<file path="config.mk">
export PLATFORM = sky130hd
export DESIGN_NAME = chatmask_multi_flat
export DESIGN_NICKNAME = d
export VERILOG_FILES = /design/src/rtl/chatmask_pkg.sv /design/src/rtl/chatmask_multi_if.sv /design/src/rtl/chatmask_ch.sv /design/src/rtl/chatmask_multi.sv /design/src/flat_wrapper.sv
export SDC_FILE = /design/constraint.sdc
export NUM_CORES = 1
export LEC_CHECK = 0
export BUFFER_PORTS_ARGS = -buffer_cell sky130_fd_sc_hd__buf_2
export CORE_MARGIN = 10
export CORE_UTILIZATION = 40
export CTS_BUF_LIST = sky130_fd_sc_hd__clkbuf_2 sky130_fd_sc_hd__clkbuf_4 sky130_fd_sc_hd__clkbuf_8
export DETAILED_ROUTE_END_ITERATION = 10
export HOLD_SLACK_MARGIN = 0.02
export PLACE_DENSITY = 0.54
export SKIP_CTS_REPAIR_TIMING = 1
export SLEW_MARGIN = 25
export SYNTH_ARGS = -nofsm -noshare
export SYNTH_HDL_FRONTEND = slang
export SYNTH_SLANG_ARGS = --single-unit
export TNS_END_PERCENT = 100
</file>
<file path="constraint.sdc">
create_clock -name m_clock -period 2.55 [get_ports m_clock]
set_input_delay 0.1275 -clock m_clock [delete_from_list [all_inputs] [get_ports m_clock]]
set_output_delay 0.1275 -clock m_clock [all_outputs]
set_load 0.01 [all_outputs]
</file>
<file path="src/rtl/chatmask_pkg.sv">
// rtl/chatmask_pkg.sv - shared defaults, counter width helper and per-channel output bundle
package chatmask_pkg;

    localparam int unsigned DEF_CH          = 4;
    localparam int unsigned DEF_SYNC_STAGES = 2;
    localparam int unsigned DEF_STABLE_CNT  = 128;
    localparam int unsigned DEF_REPEAT_DLY  = 1024;
    localparam int unsigned DEF_REPEAT_PER  = 256;

    // Bits needed to hold 0..max_val inclusive; never narrower than one bit.
    function automatic int unsigned cnt_width(input int unsigned max_val);
        return (max_val < 1) ? 1 : $clog2(max_val + 1);
    endfunction

    typedef struct packed {
        logic level;
        logic rise;
        logic fall;
        logic rpt;
    } ch_out_t;

endpackage

</file>
<file path="src/rtl/chatmask_multi_if.sv">
// rtl/chatmask_multi_if.sv - raw button inputs and debounced/edge/repeat outputs
interface chatmask_multi_if #(
    parameter int unsigned CH = 4
);
    logic [CH-1:0] bin;
    logic [CH-1:0] repeat_en;
    logic [CH-1:0] bout;
    logic [CH-1:0] brise;
    logic [CH-1:0] bfall;
    logic [CH-1:0] brepeat;

    modport master (
        output bin,
        output repeat_en,
        input  bout,
        input  brise,
        input  bfall,
        input  brepeat
    );

    modport slave (
        input  bin,
        input  repeat_en,
        output bout,
        output brise,
        output bfall,
        output brepeat
    );
endinterface

</file>
<file path="src/rtl/chatmask_ch.sv">
// rtl/chatmask_ch.sv - one debounce channel: synchroniser, stability counter, edges, auto-repeat
module chatmask_ch
    import chatmask_pkg::*;
#(
    parameter int unsigned SYNC_STAGES = DEF_SYNC_STAGES,
    parameter int unsigned STABLE_CNT  = DEF_STABLE_CNT,
    parameter int unsigned REPEAT_DLY  = DEF_REPEAT_DLY,
    parameter int unsigned REPEAT_PER  = DEF_REPEAT_PER
) (
    input  logic m_clock,
    input  logic p_reset_n,
    input  logic bin_i,
    input  logic repeat_en_i,
    output logic bout_o,
    output logic brise_o,
    output logic bfall_o,
    output logic brepeat_o
);

    localparam int unsigned CNT_W = cnt_width(STABLE_CNT);
    localparam int unsigned RPT_W = cnt_width(REPEAT_DLY);
    localparam logic [CNT_W-1:0] CNT_MAX    = CNT_W'(STABLE_CNT);
    localparam logic [RPT_W-1:0] RPT_LAST   = RPT_W'(REPEAT_DLY - 1);
    localparam logic [RPT_W-1:0] RPT_RELOAD =
        (REPEAT_PER >= REPEAT_DLY) ? '0 : RPT_W'(REPEAT_DLY - REPEAT_PER);

    logic [SYNC_STAGES-1:0] sync_q, sync_d;
    logic                   s_d_q, s_d_d;
    logic                   s_dd_q, s_dd_d;
    logic [CNT_W-1:0]       cnt_q, cnt_d;
    logic [RPT_W-1:0]       rpt_q, rpt_d;
    ch_out_t                out_q, out_d;

    logic s;
    logic settle;
    logic rise;
    logic fall;

    assign s = sync_q[SYNC_STAGES-1];

    always_comb begin
        sync_d = {sync_q[SYNC_STAGES-2:0], bin_i};
        s_d_d  = s;
        s_dd_d = s_d_q;

        // Stability is judged on the delayed pair so the settled level is a
        // full STABLE_CNT+1 samples old when it is committed to bout.
        cnt_d = cnt_q;
        if (s_d_q != s_dd_q) begin
            cnt_d = '0;
        end else if (cnt_q != CNT_MAX) begin
            cnt_d = cnt_q + CNT_W'(1);
        end

        settle = (cnt_q == CNT_MAX);
        rise   = settle && s_dd_q && !out_q.level;
        fall   = settle && !s_dd_q && out_q.level;

        out_d       = '0;
        out_d.level = settle ? s_dd_q : out_q.level;
        out_d.rise  = rise;
        out_d.fall  = fall;

        rpt_d = '0;
        if (rise) begin
            out_d.rpt = 1'b1;
        end else if (out_d.level && repeat_en_i) begin
            if (rpt_q == RPT_LAST) begin
                out_d.rpt = 1'b1;
                rpt_d     = RPT_RELOAD;
            end else begin
                rpt_d = rpt_q + RPT_W'(1);
            end
        end
    end

    always_ff @(posedge m_clock) begin
        if (!p_reset_n) begin
            sync_q <= '0;
            s_d_q  <= 1'b0;
            s_dd_q <= 1'b0;
            cnt_q  <= '0;
            rpt_q  <= '0;
            out_q  <= '0;
        end else begin
            sync_q <= sync_d;
            s_d_q  <= s_d_d;
            s_dd_q <= s_dd_d;
            cnt_q  <= cnt_d;
            rpt_q  <= rpt_d;
            out_q  <= out_d;
        end
    end

    assign bout_o    = out_q.level;
    assign brise_o   = out_q.rise;
    assign bfall_o   = out_q.fall;
    assign brepeat_o = out_q.rpt;

endmodule

</file>
<file path="src/rtl/chatmask_multi.sv">
// rtl/chatmask_multi.sv - CH independent debounce channels behind one interface
module chatmask_multi
    import chatmask_pkg::*;
#(
    parameter int unsigned CH          = DEF_CH,
    parameter int unsigned SYNC_STAGES = DEF_SYNC_STAGES,
    parameter int unsigned STABLE_CNT  = DEF_STABLE_CNT,
    parameter int unsigned REPEAT_DLY  = DEF_REPEAT_DLY,
    parameter int unsigned REPEAT_PER  = DEF_REPEAT_PER
) (
    input  logic             m_clock,
    input  logic             p_reset_n,
    chatmask_multi_if.slave  bus
);

    logic [CH-1:0] bout_w;
    logic [CH-1:0] brise_w;
    logic [CH-1:0] bfall_w;
    logic [CH-1:0] brepeat_w;

    for (genvar g = 0; g < CH; g++) begin : g_ch
        chatmask_ch #(
            .SYNC_STAGES (SYNC_STAGES),
            .STABLE_CNT  (STABLE_CNT),
            .REPEAT_DLY  (REPEAT_DLY),
            .REPEAT_PER  (REPEAT_PER)
        ) u_ch (
            .m_clock     (m_clock),
            .p_reset_n   (p_reset_n),
            .bin_i       (bus.bin[g]),
            .repeat_en_i (bus.repeat_en[g]),
            .bout_o      (bout_w[g]),
            .brise_o     (brise_w[g]),
            .bfall_o     (bfall_w[g]),
            .brepeat_o   (brepeat_w[g])
        );
    end

    assign bus.bout    = bout_w;
    assign bus.brise   = brise_w;
    assign bus.bfall   = bfall_w;
    assign bus.brepeat = brepeat_w;

endmodule

</file>
<file path="src/flat_wrapper.sv">
// flat-port wrapper written by rule: the top's interface ports become plain ports
module chatmask_multi_flat import chatmask_pkg::*;
#(
    parameter int unsigned CH          = DEF_CH,
    parameter int unsigned SYNC_STAGES = DEF_SYNC_STAGES,
    parameter int unsigned STABLE_CNT  = DEF_STABLE_CNT,
    parameter int unsigned REPEAT_DLY  = DEF_REPEAT_DLY,
    parameter int unsigned REPEAT_PER  = DEF_REPEAT_PER
)
  (m_clock, p_reset_n, bus_bin, bus_repeat_en, bus_bout, bus_brise, bus_bfall, bus_brepeat);
  chatmask_multi_if #(.CH(CH)) bus_i ();
  input  logic m_clock;
  input  logic p_reset_n;
  input wire logic [$bits(bus_i.bin)-1:0] bus_bin;
  input wire logic [$bits(bus_i.repeat_en)-1:0] bus_repeat_en;
  output wire logic [$bits(bus_i.bout)-1:0] bus_bout;
  output wire logic [$bits(bus_i.brise)-1:0] bus_brise;
  output wire logic [$bits(bus_i.bfall)-1:0] bus_bfall;
  output wire logic [$bits(bus_i.brepeat)-1:0] bus_brepeat;
  assign bus_i.bin = bus_bin;
  assign bus_i.repeat_en = bus_repeat_en;
  assign bus_bout = bus_i.bout;
  assign bus_brise = bus_i.brise;
  assign bus_bfall = bus_i.bfall;
  assign bus_brepeat = bus_i.brepeat;
  chatmask_multi #(.CH(CH), .SYNC_STAGES(SYNC_STAGES), .STABLE_CNT(STABLE_CNT), .REPEAT_DLY(REPEAT_DLY), .REPEAT_PER(REPEAT_PER)) u_core (.m_clock(m_clock), .p_reset_n(p_reset_n), .bus(bus_i));
endmodule
</file>
Word-level counts from Yosys, hierarchy flattened. Index checks and enable logic that the tools add are counted.

Word-level logic and storage cells: 129. Bits of input ports: 10. Output and inout port bits: 16. Register bits: 108.

$add $sub $neg: 8. Reduce and logical (&&, ||, !) cells: 40. Mux-type cells: 20. Bitwise logic cells: 5. Eq/ne operators: 16.

Operators by type and width (number): adder 11 x 1 -> 11 bit (second input constant) (4); == test 11 x 10 -> 1 bit (second input constant) (4); 2-to-1 mux 10 bit (4); adder 8 x 1 -> 8 bit (second input constant) (4); == test 8 bit (second input constant) (4); inequality test 8 bit (second input constant) (4); logical AND 1 bit (20); 2-to-1 mux 1 bit (16); OR reduction 4 bit (4); OR reduction 3 bit (4); zero test 1 bit (8); OR reduction 2 bit (4); NOT 1 bit (5); inequality test 1 bit (4).

Depth between registers and ports, before layout. Gate-level depths: netlist of run 1.

Depth after elaboration: 5. Gate-level depth with buffers: 7. Gate-level depth less buffers: 6.

By module. Synthesis of run 1 repeated with hierarchy kept, for this count alone.

Cell total of the unflattened synthesis: 496. Area, all modules: 4759.6 um2.

Modules (own cells, without submodules): chatmask_ch (area each 1189.9 um2, cells each 124, sequential area each 540.5 um2, instances 4).

Worst setup path after synthesis of run 1. No wires, ideal clock.

Kind: flip-flop to flip-flop. Start point: reg u_core.g_ch[3].u_ch.cnt_q[0]. End point: reg u_core.g_ch[3].u_ch.rpt_q[3]. Path buffers: 1. Arrival: 1.536 ns. Stages on the path, launching flop included: 8. Setup slack: 0.891 ns. Period minus slack after synthesis: 1.659 ns. Required time: 2.428 ns. Path through: dfxtp_1 > inv_1 > ha_1 > nor4b_1 > a41o_1 > or2_2 > clkbuf_1 > nor2_1.

Word-level cells in the longest chain between the ends: 5.

Ends and longest elaborated chain: from (decl) (RTL line chatmask_ch.sv:30) `logic [CNT_W-1:0] cnt_q, cnt_d;`; from (signal assigned) (RTL line chatmask_ch.sv:89) `cnt_q <= cnt_d;`; == test 8 bit * (RTL line chatmask_ch.sv:55) `settle = (cnt_q == CNT_MAX);`; 2-to-1 mux 1 bit (RTL line chatmask_ch.sv:60) `out_d.level = settle ? s_dd_q : out_q.level;`; logical AND 1 bit (RTL line chatmask_ch.sv:67) `end else if (out_d.level && repeat_en_i) begin`; NOT 1 bit (no source line); OR reduction 4 bit (no source line) *; to (signal assigned) (RTL line chatmask_ch.sv:90) `rpt_q <= rpt_d;`; to (decl) (RTL line chatmask_ch.sv:31) `logic [RPT_W-1:0] rpt_q, rpt_d;`.

Every way passes the cells marked *; elsewhere a longest branch is shown, timed or not. A chain may end at the register's enable or synchronous reset.

Worst setup path in the final report of run 1.
Start point: reg u_core.g_ch[3].u_ch.rpt_q[0]. End point: reg u_core.g_ch[3].u_ch.out_q, in the netlist u_core.g_ch[3].u_ch.brepeat_o.

Word-level cells in the longest chain between the ends: 4.

Ends and longest elaborated chain: == test 11 x 10 -> 1 bit (RTL line chatmask_ch.sv:68) `if (rpt_q == RPT_LAST) begin`; 2-to-1 mux 1 bit (RTL line chatmask_ch.sv:68); 2-to-1 mux 1 bit (RTL line chatmask_ch.sv:67); 2-to-1 mux 1 bit (RTL line chatmask_ch.sv:65) `if (rise) begin`; to (signal assigned) (RTL line chatmask_ch.sv:91) `out_q <= out_d;`; to (decl) (RTL line chatmask_ch.sv:32) `ch_out_t out_q, out_d;`.

No other way between the ends.

==> metrics.cfg, run 1 <==
[synthesis]
syn_inst = 479
synth.most_common_cell = dfxtp_1
ys.flop_type = dfxtp_1
yosys_warnings = 0
yosysTopAreaCell = dfxtp_1
synth.area.top_cells = dfxtp_1 49%, xor2_1 7.2%, nor2_1 6.7%
synth-xor-area-share_pct = 11.72
yosysTopAreaCellShare_pct = 49.04
netlist_area_sq_um = 4409
syn_avg_cell_area_sq_um = 9.205
synth_edf_count = 0
yosys-mux-area-fraction_pct = 0.9081
synth_nets = 501
synth_cell_types = 41
ys_seq_area_share_pct = 49.04
synth_seq_cells = 108
synth_compound_area_share_pct = 4.171
synth_top_family_by_area = simple AND/OR/NAND/NOR gates
yosys.area_share.adder_pct = 3.405
yosys-top-cells-count = 108 x dfxtp_1, 79 x nor2_1, 43 x nand3_1
synth-async-reset-ratio_pct = 0
yosys.area_share.simple_pct = 25.82

[grt]
grt_pass1_wl_microns = 13460
antenna_found_initial = 0
grt_max_degree = 20
grt.overflow.total = 0
grt.total_usage_pct = 10.04
grt_pass1_vias = 3030

[clock_network]
htree_levels = 3
cts_root_buffer = clkbuf_8
cts_sinks = 108
clkLatencyLatePin_ns = 0.37
cts.path.max_buffers = 2
cts_made_buffers = 9
clk_pin_slew_worst_paths_ns = 0.09
cts_tree = yes

[timing]
slew_violations = 0
worst_pin_slew_ns = 0.5898
relSlewSlack_pct = 60.44
rsz0062_at_grt = false
finalHoldViolCount = 0
fin_crit_ns = 1.788
setup-violations-final = 0
max_freq_ghz = 0.5594
tns_ns = 0
final.setup_skew_ns = 0.009147
finalCritPeriodShare_pct = 70.10
hold_slack_ns = 0.07141

[floorplanning]
coreArea_sq_um = 10790
die_area_sq_um = 15620
floorplan.die.width_microns = 125.0
rows = 38
die_h_microns = 125.0
ios = 26
start_util_pct = 40.85

[place]
port_buffers = 25
dp_hpwl_microns = 5570
routabilityCongestion = 0.8015

[routing]
route.detailed.drc = 0
drt_iter0_drc = 180
post_drt_wl_per_cell_microns = 11.81
routed_via_density = 4.831
via_count = 3111
ant_nets = 0
drtPass1Iterations = 6
wl_microns = 7605

[cells_and_area]
diodes = 0
largest_register_ffs = 44
drive_gt1_share_pct = 9.524
nets = 521
area_growth_pct = 9.818
reg_top3 = u_core.g_ch.u_ch.rpt_q (44), u_core.g_ch.u_ch.cnt_q (32), u_core.g_ch.u_ch.sync_q (8)
top_register = u_core.g_ch.u_ch.rpt_q

[run_status]
status = completed

[setup_path]
end_kind = flop
cpPeakStageDelay_ns = 0.43
arrival_ns = 2.03
slowest_stage = nor4_1
worstSetupPathType = flop to flop
worst_path_most_repeated_cell = nand2_1
start_kind = flop
crit_chain = ha_1 -> nand2_1 -> nor4_1 -> nand2_1 -> a2111oi_0
crit_path_max_fanout = 4
critPathRequiredTime_ns = 2.79

[flow_run]
maxCapViolations = 0

[pwr]
peakVddDrop_v = 0.0002482
power.total_uw = 2978
power.leakage_uw = 0.001802
p_per_area_nw_per_um2 = 615.1

[hold_path]
hold_path.class = primary input to flop

==> metrics by stage <==
step                      utilization [%]  area (sq um)  worst slack [ns]  std cells
after floorplan                         -          4409            0.8913        479
after global placement              42.42          4578            0.8027        624
after detailed placement            42.42          4578            0.7910        624
after CTS                           44.49          4802            0.7588        640
after global routing                44.86          4842            0.5517        644
final                               44.86          4842            0.7624        644
==> final timing paths <==
kind / slack (ns) / from / cells after the start / end
setup / recovery: 0.76 / u_core.g_ch[3].u_ch.rpt_q[0] / 5 / u_core.g_ch[3].u_ch.brepeat_o
setup reg to reg: 0.76 / u_core.g_ch[3].u_ch.rpt_q[0] / 5 / u_core.g_ch[3].u_ch.brepeat_o
hold reg to reg: 0.43 / u_core.g_ch[0].u_ch.sync_q[1] / 1 / u_core.g_ch[0].u_ch.s_d_q
hold / removal: 0.07 / bus_repeat_en[3] / 3 / u_core.g_ch[3].u_ch.brepeat_o
==> worst max-delay path, delay by kind of cell, from the launching register on <==
family | cells | cell delay (ns)
and+or+nand+nor | 3 | 0.67
AOI/OAI and AO/OA | 1 | 0.41
DFF | 1 | 0.37
adders and majority gates | 1 | 0.22
==> layout make-up <==
class	count	area (sq um)
fill	1048	5951
sequential	108	2162
multi-input combinational	329	2029
tap	140	175.2
timing repair buffer	30	172.7
clock buffer	9	123.9
clock inverter	7	100.1
inverter	21	78.83
==> layout by cell type (no fill, tap or decap), types with 12 or more instances in the layout <==
cell type | Yosys | layout
and3_1 | 12 | 12
buf_2 | 0 | 25
inv_1 | 21 | 21
nand3_1 | 43 | 43
xnor2_1 | 23 | 23
and2_1 | 17 | 17
xor2_1 | 36 | 36
nand2_1 | 28 | 28
nor2_1 | 79 | 79
dfxtp_1 | 108 | 108
ha_1 | 12 | 12
==> power by group <==
group | switching, uW | internal [uW] | leakage (uW)
registers | 27.7 | 1710 | 0.000874
clock network | 584 | 558 | 0.000102
logic | 53.1 | 44.7 | 0.000826
total | 665 | 2310 | 0.00180
==> layer usage <==
metal | global-route usage, % | part of all wire (%) | vias up
met1 | 11.94 | 48 | 1440
met3 | 2.239 | 2.6 | 11
met4 | 5.285 | 1.9 | 0
li1 | - | - | 1634
met2 | 16.57 | 47 | 26
met5 | 0 | 0 | -
==> cells by family (layout without fill, tap and decap cells) <==
kind of cell,Yosys count,in the layout
DFF,108,108
xor gates and xnor gates,59,59
AOI/OAI and AO/OA,28,28
muxes,4,4
adders and majority gates,12,12
buffers and inverters,42,67
and+or+nand+nor,226,226
(Power assumes the default switching activity.)
==> inputs of run 2 (changes only) <==
- clock period: 2.55 -> 1.65 ns (I/O delays scaled with it)
==> metrics.cfg, run 2 (synthesis gave the netlist of run 1 again) <==
[floorplanning]
ios = 26
floorplan.die.width_microns = 125.0
rows = 38
die_h_microns = 125.0
start_util_pct = 40.85
die_area_sq_um = 15620
coreArea_sq_um = 10790

[clock_network]
cts_sinks = 108
htree_levels = 3
clk_pin_slew_worst_paths_ns = 0.10
cts_tree = yes
cts_root_buffer = clkbuf_8
clkLatencyLatePin_ns = 0.37
cts.path.max_buffers = 2
cts_made_buffers = 9

[hold_path]
worstHoldEndpoint = u_core.g_ch[1].u_ch.brepeat_o
hold_start = bus_repeat_en[1]
whs_path_depth = 3
hold_path.class = primary input to flop

[setup_path]
worstSetupPathType = flop to flop
crit-reg2reg-launch = u_core.g_ch[3].u_ch.rpt_q[0]
arrival_ns = 1.80
start_kind = flop
r2r_end = u_core.g_ch[3].u_ch.rpt_q[10]
crit_path_max_fanout = 3
critPathRequiredTime_ns = 1.92
reg2reg_depth = 6
end_kind = flop
reg2reg_setup_slack_ns = 0.11

[flow_run]
maxCapViolations = 0

[cells_and_area]
final_cell_mix = 107 x dfxtp_1, 79 x nor2_1, 41 x nand3_1
top_register = u_core.g_ch.u_ch.rpt_q
nets = 545
diodes = 0
area_growth_pct = 15.07
fin_area_sq_um = 5074
reg_top3 = u_core.g_ch.u_ch.rpt_q (44), u_core.g_ch.u_ch.cnt_q (32), u_core.g_ch.u_ch.sync_q (8)
drive_gt1_share_pct = 14.64
largest_register_ffs = 44
fillCellCount = 1048
final_common_cell = dfxtp_1

[run_status]
status = completed

[routing]
post_drt_wl_per_cell_microns = 12.08
ant_nets = 0
wl_microns = 8043
route.detailed.drc = 0
drt_iter0_drc = 152
drtPass1Iterations = 4
via_count = 3167
routed_via_density = 4.755

[place]
routabilityCongestion = 0.7515
dp_hpwl_microns = 5812
port_buffers = 25
placed_cell_area_sq_um = 4757

[timing]
final.setup_skew_ns = 0.01234
setup-violations-final = 0
finalCritPeriodShare_pct = 93.24
worst_pin_slew_ns = 0.4528
relSlewSlack_pct = 69.78
tns_ns = 0
max_freq_ghz = 0.6500
rsz0062_at_grt = false
slew_violations = 0
finalHoldViolCount = 0
fin_crit_ns = 1.539

[grt]
antenna_found_initial = 0
grt_max_degree = 20
grt_pass1_vias = 3016
grt.overflow.total = 0
grt.total_usage_pct = 10.34
grt_pass1_wl_microns = 13620

[pwr]
peakVddDrop_v = 0.0006794
p_per_area_nw_per_um2 = 932.6
power.leakage_uw = 0.001950

run 2: routing by layer:
metal	up-vias	GRT usage (%)	wire length (microns)	part of all wire, %
met5	-	0	0	0
met4	0	4.472	128	1.6
met3	10	3.042	219	2.7
met2	29	17.65	3892	48
met1	1450	11.76	3803	47
li1	1678	-	-	-
run 2: worst max-delay path, stage by stage (launching register included):
cell,delay [ns]
dfxtp_1,0.36
ha_2,0.21
nand2_1,0.10
buf_4,0.16
or4_1,0.49
nand2_1,0.08
nor2_1,0.04
run 2: how the worst max path moves through the flow:
stage / start / end / slack, ns / depth (start not counted)
after CTS: u_core.g_ch[3].u_ch.rpt_q[0] / u_core.g_ch[3].u_ch.brepeat_o / 0.001 / 5
after floorplan: u_core.g_ch[3].u_ch.cnt_q[0] / u_core.g_ch[3].u_ch.rpt_q[3] / 0.01 / 7
after detailed placement: u_core.g_ch[3].u_ch.rpt_q[0] / u_core.g_ch[3].u_ch.brepeat_o / 0.01 / 5
final: u_core.g_ch[3].u_ch.rpt_q[0] / u_core.g_ch[3].u_ch.rpt_q[10] / 0.11 / 6
after global routing: u_core.g_ch[0].u_ch.rpt_q[5] / u_core.g_ch[0].u_ch.brepeat_o / 0.005 / 4
after global placement: u_core.g_ch[3].u_ch.rpt_q[0] / u_core.g_ch[3].u_ch.brepeat_o / 0.05 / 5
run 2: cell type report:
cell class	count	area (sq um)	area share, %
clock buffer	9	123.9	2.441
sequential	108	2163	42.64
multi-input combinational	329	2074	40.89
clock inverter	5	102.6	2.022
tap	140	175.2	3.453
timing repair buffer	54	355.3	7.004
inverter	21	78.83	1.554
run 2: metrics by stage:
| stage | power, uW | worst slack, ns | hold slack [ns] | utilization [%] | cells |
|---|---|---|---|---|---|
| 2_1_floorplan | 2847 | 0.01322 | 0.2098 | - | 479 |
| 3_3_place_gp | 2930 | 0.05219 | 0.2926 | 44.08 | 647 |
| 3_5_place_dp | 2934 | 0.01228 | 0.2970 | 44.08 | 647 |
| 4_1_cts | 4807 | 0.001324 | -0.1068 | 46.17 | 661 |
| 5_1_grt | 4957 | 0.005208 | 0.02304 | 47.01 | 666 |
| 6_report | 4732 | 0.1115 | 0.01807 | 47.01 | 666 |
run 2: power by group:
part	switching [uW]	leakage (uW)	internal, uW
Combinational	114	0.000965	99.8
Sequential	21.9	0.000875	2640
Clock	862	0.000111	989
Total	999	0.00195	3730
